===== config.mk =====
export PLATFORM = sky130hd
export DESIGN_NAME = ingress_write_arbiter
export DESIGN_NICKNAME = d
export VERILOG_FILES = /design/src/rtl/hydra_pkg.sv /design/src/rtl/prio_rr_picker.sv /design/src/rtl/ingress_write_arbiter.sv
export SDC_FILE = /design/constraint.sdc
export NUM_CORES = 1
export LEC_CHECK = 0
export CAP_MARGIN = 20
export CORE_ASPECT_RATIO = 2
export CORE_UTILIZATION = 49
export DETAILED_ROUTE_END_ITERATION = 8
export HOLD_SLACK_MARGIN = 0.08
export PLACE_DENSITY = 0.8
export REMOVE_ABC_BUFFERS = 1
export SLEW_MARGIN = 15
export SYNTH_ARGS = -nofsm -noshare
export SYNTH_HDL_FRONTEND = slang
export SYNTH_HIERARCHICAL = 1
export SYNTH_SLANG_ARGS = --single-unit

===== constraint.sdc =====
create_clock -name clk -period 18.8 [get_ports clk]
set_input_delay 3.76 -clock clk [delete_from_list [all_inputs] [get_ports clk]]
set_output_delay 3.76 -clock clk [all_outputs]
set_load 0.02 [all_outputs]

===== src/rtl/hydra_pkg.sv =====
// Shared types and sizing for the ingress write path.
// Arbiter, picker and output-queue scheduler all size themselves from these.
package hydra_pkg;

   // Number of ingress ports sharing the packet-memory write channel.
   localparam int NPORT   = 16;
   // Priority field width; numerically lower value means more urgent.
   localparam int PRIOR_W = 3;
   // Length field width; a packet is length+1 words including the control frame.
   localparam int LEN_W   = 9;
   // Width of a port index.
   localparam int PORT_W  = (NPORT > 1) ? $clog2(NPORT) : 1;

   typedef logic [PORT_W-1:0]  port_idx_t;
   typedef logic [PRIOR_W-1:0] prior_t;
   typedef logic [LEN_W-1:0]   len_t;

   typedef enum logic {
      IDLE = 1'b0,
      XFER = 1'b1
   } arb_state_t;

   // Round-robin pointer after reset: the highest port, so port 0 wins the
   // first tie.
   localparam port_idx_t LAST_GRANT_INIT = port_idx_t'(NPORT - 1);

endpackage


===== src/rtl/prio_rr_picker.sv =====
// Combinational strict-priority picker with round-robin tie-break.
// Lowest priority value wins; among equal winners the first index strictly
// after last_grant (wrapping) is chosen.
module prio_rr_picker
   import hydra_pkg::*;
(
   input  logic [NPORT-1:0]         req,
   input  logic [NPORT*PRIOR_W-1:0] req_prior,
   input  logic [PORT_W-1:0]        last_grant,
   output logic                     win_vld,
   output logic [PORT_W-1:0]        win_idx
);

   prior_t           prior_arr [NPORT];
   prior_t           min_prior;
   logic [NPORT-1:0] elig;
   int               rr_pos;
   port_idx_t        rr_cand;

   // Unpack the per-port priority fields.
   generate
      for (genvar gi = 0; gi < NPORT; gi++) begin : g_unpack
         assign prior_arr[gi] = req_prior[gi*PRIOR_W +: PRIOR_W];
      end
   endgenerate

   // Most urgent (numerically smallest) priority among active requesters.
   always_comb begin
      min_prior = '1;
      for (int i = 0; i < NPORT; i++) begin
         if (req[i] && (prior_arr[i] < min_prior)) begin
            min_prior = prior_arr[i];
         end
      end
   end

   // A port is eligible if it requests at the winning priority level.
   generate
      for (genvar gi = 0; gi < NPORT; gi++) begin : g_elig
         assign elig[gi] = req[gi] && (prior_arr[gi] == min_prior);
      end
   endgenerate

   // Rotating search starting just after last_grant; scanning from the far
   // end backwards lets the nearest eligible port overwrite the result.
   always_comb begin
      win_vld = 1'b0;
      win_idx = '0;
      rr_pos  = 0;
      rr_cand = '0;
      for (int k = NPORT; k >= 1; k--) begin
         rr_pos  = (int'(last_grant) + k) % NPORT;
         rr_cand = port_idx_t'(rr_pos);
         if (elig[rr_cand]) begin
            win_vld = 1'b1;
            win_idx = rr_cand;
         end
      end
   end

endmodule


===== src/rtl/ingress_write_arbiter.sv =====
// Arbiter for the single packet-memory write channel shared by all ingress
// ports. Grants one port, holds the channel until its packet is complete or
// it stalls too long, then re-arbitrates.
module ingress_write_arbiter
   import hydra_pkg::*;
#(
   parameter int TIMEOUT = 64
) (
   input  logic                     clk,
   input  logic                     rst,
   input  logic [NPORT-1:0]         req,
   input  logic [NPORT*PRIOR_W-1:0] req_prior,
   input  logic [NPORT*LEN_W-1:0]   req_length,
   input  logic [NPORT-1:0]         data_vld_in,
   input  logic                     mem_full,
   output logic [NPORT-1:0]         grant,
   output logic [PORT_W-1:0]        sel_port,
   output logic                     busy,
   output logic                     xfer_done,
   output logic                     xfer_abort
);

   localparam int IDLE_W = (TIMEOUT > 2) ? $clog2(TIMEOUT) : 1;
   localparam logic [IDLE_W-1:0] IDLE_LIMIT = IDLE_W'(TIMEOUT - 1);
   localparam logic [IDLE_W-1:0] IDLE_SAT   = '1;

   arb_state_t          state_reg,      state_next;
   logic [NPORT-1:0]    grant_reg,      grant_next;
   port_idx_t           sel_port_reg,   sel_port_next;
   port_idx_t           last_grant_reg, last_grant_next;
   len_t                len_lat_reg,    len_lat_next;
   len_t                word_cnt_reg,   word_cnt_next;
   logic [IDLE_W-1:0]   idle_cnt_reg,   idle_cnt_next;
   logic                xfer_done_reg,  xfer_done_next;
   logic                xfer_abort_reg, xfer_abort_next;

   len_t                len_arr [NPORT];
   logic                win_vld;
   port_idx_t           win_idx;
   logic                owner_vld;

   // Unpack the per-port length fields.
   generate
      for (genvar gi = 0; gi < NPORT; gi++) begin : g_len
         assign len_arr[gi] = req_length[gi*LEN_W +: LEN_W];
      end
   endgenerate

   prio_rr_picker u_picker (
      .req        (req),
      .req_prior  (req_prior),
      .last_grant (last_grant_reg),
      .win_vld    (win_vld),
      .win_idx    (win_idx)
   );

   // Only the current owner's word-valid is ever counted.
   assign owner_vld = data_vld_in[sel_port_reg];

   // State and datapath registers; reset returns everything to idle with no
   // completion or abort pulse.
   always_ff @(posedge clk) begin
      if (rst) begin
         state_reg      <= IDLE;
         grant_reg      <= '0;
         sel_port_reg   <= '0;
         last_grant_reg <= LAST_GRANT_INIT;
         len_lat_reg    <= '0;
         word_cnt_reg   <= '0;
         idle_cnt_reg   <= '0;
         xfer_done_reg  <= 1'b0;
         xfer_abort_reg <= 1'b0;
      end else begin
         state_reg      <= state_next;
         grant_reg      <= grant_next;
         sel_port_reg   <= sel_port_next;
         last_grant_reg <= last_grant_next;
         len_lat_reg    <= len_lat_next;
         word_cnt_reg   <= word_cnt_next;
         idle_cnt_reg   <= idle_cnt_next;
         xfer_done_reg  <= xfer_done_next;
         xfer_abort_reg <= xfer_abort_next;
      end
   end

   // Next-state: arbitrate in IDLE, count owner words and idle cycles in XFER.
   always_comb begin
      state_next      = state_reg;
      grant_next      = '0;
      sel_port_next   = sel_port_reg;
      last_grant_next = last_grant_reg;
      len_lat_next    = len_lat_reg;
      word_cnt_next   = word_cnt_reg;
      idle_cnt_next   = idle_cnt_reg;
      xfer_done_next  = 1'b0;
      xfer_abort_next = 1'b0;

      case (state_reg)
         IDLE: begin
            // A full memory blocks new packets only; it never interrupts one.
            if (win_vld && !mem_full) begin
               state_next           = XFER;
               grant_next           = '0;
               grant_next[win_idx]  = 1'b1;
               sel_port_next        = win_idx;
               last_grant_next      = win_idx;
               len_lat_next         = len_arr[win_idx];
               word_cnt_next        = '0;
               idle_cnt_next        = '0;
            end
         end

         XFER: begin
            if (owner_vld) begin
               idle_cnt_next = '0;
               if (word_cnt_reg == len_lat_reg) begin
                  // Final word of length+1 accepted.
                  state_next     = IDLE;
                  xfer_done_next = 1'b1;
                  word_cnt_next  = '0;
               end else begin
                  word_cnt_next = word_cnt_reg + 1'b1;
               end
            end else if (idle_cnt_reg == IDLE_LIMIT) begin
               // Owner stalled too long; release the channel. last_grant
               // still points at it, so it loses the next tie.
               state_next      = IDLE;
               xfer_abort_next = 1'b1;
               idle_cnt_next   = '0;
               word_cnt_next   = '0;
            end else if (idle_cnt_reg != IDLE_SAT) begin
               idle_cnt_next = idle_cnt_reg + 1'b1;
            end
         end

         default: begin
            state_next = IDLE;
         end
      endcase
   end

   assign grant      = grant_reg;
   assign sel_port   = sel_port_reg;
   assign busy       = (state_reg == XFER);
   assign xfer_done  = xfer_done_reg;
   assign xfer_abort = xfer_abort_reg;

endmodule

==> impl_metrics.ini <==
[floorplan]
dieArea_um2 = 17500
die_h_um = 186
die_w_um = 94.0
pin_count = 250
start_util_pct = 49.7
core_um2 = 16700
fp-row-count = 67

[drt]
dr.pass1.iters = 7
via_per_inst = 6.58
dr_total_vias = 9328
drc_errors = 0
post_drt_wl_per_cell_um = 22.2
drt_iter0_drc = 443
ant_nets = 0
wl_mm = 31.5

[clocking]
cts.sinks = 51
numCtsBuffers = 5
hold_buffers = 0
cts_htree_levels = 2
insertion_delay_ns = 0.30
cts_resized = 0
tritoncts = yes
cts_max_path_buffers = 2
root_buffer = clkbuf_16
clkTransAtPathRegs_ns = 0.07
post-cts-setup-buffers = 0

[logic_synthesis]
syn_area_um2 = 8300
synth_top_cell_by_area = mux4_2
syn-mean-instance-area_um2 = 8.41
synth_commonest_cells = nand2_1, mux4_2, nor2_1, a21oi_1, xnor2_1
synth_seq_area_share_pct = 12.3
synth_edf_count = 0
synth_top_area_share_pct = 19.3
synth-seq-cells = 51
ys_types = 104
syn-instance-count = 986
ys_top_cells_by_area = mux4_2, dfxtp_1, xnor2_1
synth_most_common_cell = nand2_1
async_flop_share_pct = 0
ys.flop_type = dfxtp_1
synth_warnings = 6

[pwr]
power_frac_seq_pct = 7.1
ir_worst_vdd_uv = 169
pwr-share-clk_pct = 4.5
power.switching_mw = 1.01
switching_share_pct = 47.8
p_int_mw = 1.10
p_comb_share_pct = 88.4
power_density_nw_per_um2 = 189
leakagePower_nw = 3.96

[critical_path]
r2r_slack_ns = 12.78
start_kind = input port
required_ns = 18.97
crit_type = input port to flop
endpoint_kind = flop
crit_buf_inv = 3
r2r_cells = 16
cp_slowest_cell = mux2i_4
r2r-end = len_lat_reg[8]
cpLargestDelayFamily = compound AO/OA/AOI/OAI gates
slowest_delay_ns = 0.69
arrival_ns = 17.13
r2r-start = last_grant_reg[0]
worstPathMaxFanout = 41

[placed_design]
port_buffers = 249
placed_cell_area_um2 = 11000
globalplace.congestion = 1.02
dp_hpwl_mm = 25.2

[worst_hold_path]
hold_class = flop to flop
hold_end = idle_cnt_reg[0]
min_from = idle_cnt_reg[0]
hold-path-cell-count = 2

[sta]
fmax_mhz = 59.0
clock_skew_ns = 0.00559
rsz0062_at_grt = no
final_max_slew_viol_count = 0
setup_viol = 0
slew_headroom_pct = 27.7
fin_crit_ns = 16.95
hold_viol = 0
fin_setup_tns_ns = 0
worstMarginPinSlew_ns = 1.08
period_share_pct = 90.2

[global_routing]
grt_pass1_wl_mm = 47.2
grt_overflow = 0
antenna_found_initial = 1
grt_max_degree = 42
grt_util_met1_pct = 29.4
top_usage_layer = met2
use_met2_pct = 66.6
grt_pass1_vias = 9572
globalRouteMet3Util_pct = 7.60
grt_usage_pct = 35.1

[layout]
stdcell_area_um2 = 11100
antenna_cells = 0
fin_util_pct = 66.6
drive_gt1_share_pct = 13.9
layout.nets = 1449
area_growth_pct = 34.0
largest_reg_flops = 16

[outcome]
outcome = completed

[job]
max-cap-violations = 0
-- routing by layer --
| metal | vias up | wire [um] | part of all wire [%] |
|---|---|---|---|
| li1 | 4248 | - | - |
| met1 | 4355 | 9520 | 30 |
| met2 | 527 | 16700 | 53 |
| met3 | 196 | 2390 | 7.6 |
| met4 | 2 | 2880 | 9.1 |
| met5 | - | 14 | 0.044 |
-- placed cells by master (no fill, tap or decap), types with 9 or more instances in the layout --
cell type        synthesis  layout
nor3_1                  20      20
nor2_1                  70      70
o211ai_1                25      25
mux2i_1                 15      15
o21ai_0                 23      23
nor2b_1                 18      18
o21ai_1                  9       9
a31oi_1                 13      13
ha_1                    13      13
nor4_1                  15      15
nand2b_1                33      33
xor2_1                  10      10
clkdlybuf4s50_1          0     249
buf_4                    0      13
nand3_1                 28      28
inv_1                   37      37
a211oi_1                14      14
dfxtp_1                 51      51
and2_1                   9       9
a21o_1                   9       9
a21oi_1                 57      56
mux2_2                  18      18
o21a_1                  11      11
nand2_1                121     121
xnor2_1                 56      56
mux4_2                  71      71
-- power groups by stage --
stage	sequential, mW	combinational [mW]	clock, mW
after detailed placement	0.151	1.83	0
final	0.149	1.86	0.0954
after floorplan	0.169	1.42	0
after CTS	0.149	1.84	0.0973
after global routing	0.151	1.98	0.0998
after global placement	0.150	1.78	0
-- worst min-delay path, cell delays in order, from the launching register on --
cell and delay, ns:
dfxtp_1 0.33, nand2_1 0.06, a21oi_1 0.05
-- cell families after synthesis --
kind of cell    Yosys count  synth area share [%]
fa+ha+maj                15                  2.20
compound gates          274                  25.0
flops                    51                  12.3
buf+inv                  85                  4.49
xor+xnor                 67                  7.16
mux                     108                  24.4
simple gates            386                  24.4
-- area by class of cell --
class | instances | area, um^2
clock buffers | 6 | 139
clock inverters | 2 | 16.3
fillers | 1377 | 5570
inverters | 39 | 146
multi-input cells | 850 | 6950
flip-flops and latches | 51 | 1020
well taps | 207 | 259
repair buffers | 262 | 2590
-- how the worst max path moves through the flow --
stage                  from        endpoint  slack [ns]  depth (start not counted)
6_report       req_prior[4]  len_lat_reg[8]        1.85                         43
2_1_floorplan  req_prior[1]  len_lat_reg[0]        1.45                         41
5_1_grt        req_prior[1]  len_lat_reg[6]        1.18                         43
4_1_cts        req_prior[7]  len_lat_reg[0]        2.16                         43
3_5_place_dp   req_prior[7]  len_lat_reg[2]        1.88                         43
3_3_place_gp   req_prior[7]  len_lat_reg[0]        2.13                         43
-- metrics by stage --
step	cells	setup slack, ns	hold slack, ns	total power, mW
6_report	1417	1.85	0.485	2.10
5_1_grt	1417	1.18	0.495	2.23
4_1_cts	1417	2.16	0.486	2.08
3_5_place_dp	1409	1.88	0.477	1.98
3_3_place_gp	1409	2.13	0.471	1.94
2_1_floorplan	940	1.45	0.442	1.59
Power figures use the tool's default switching activity.
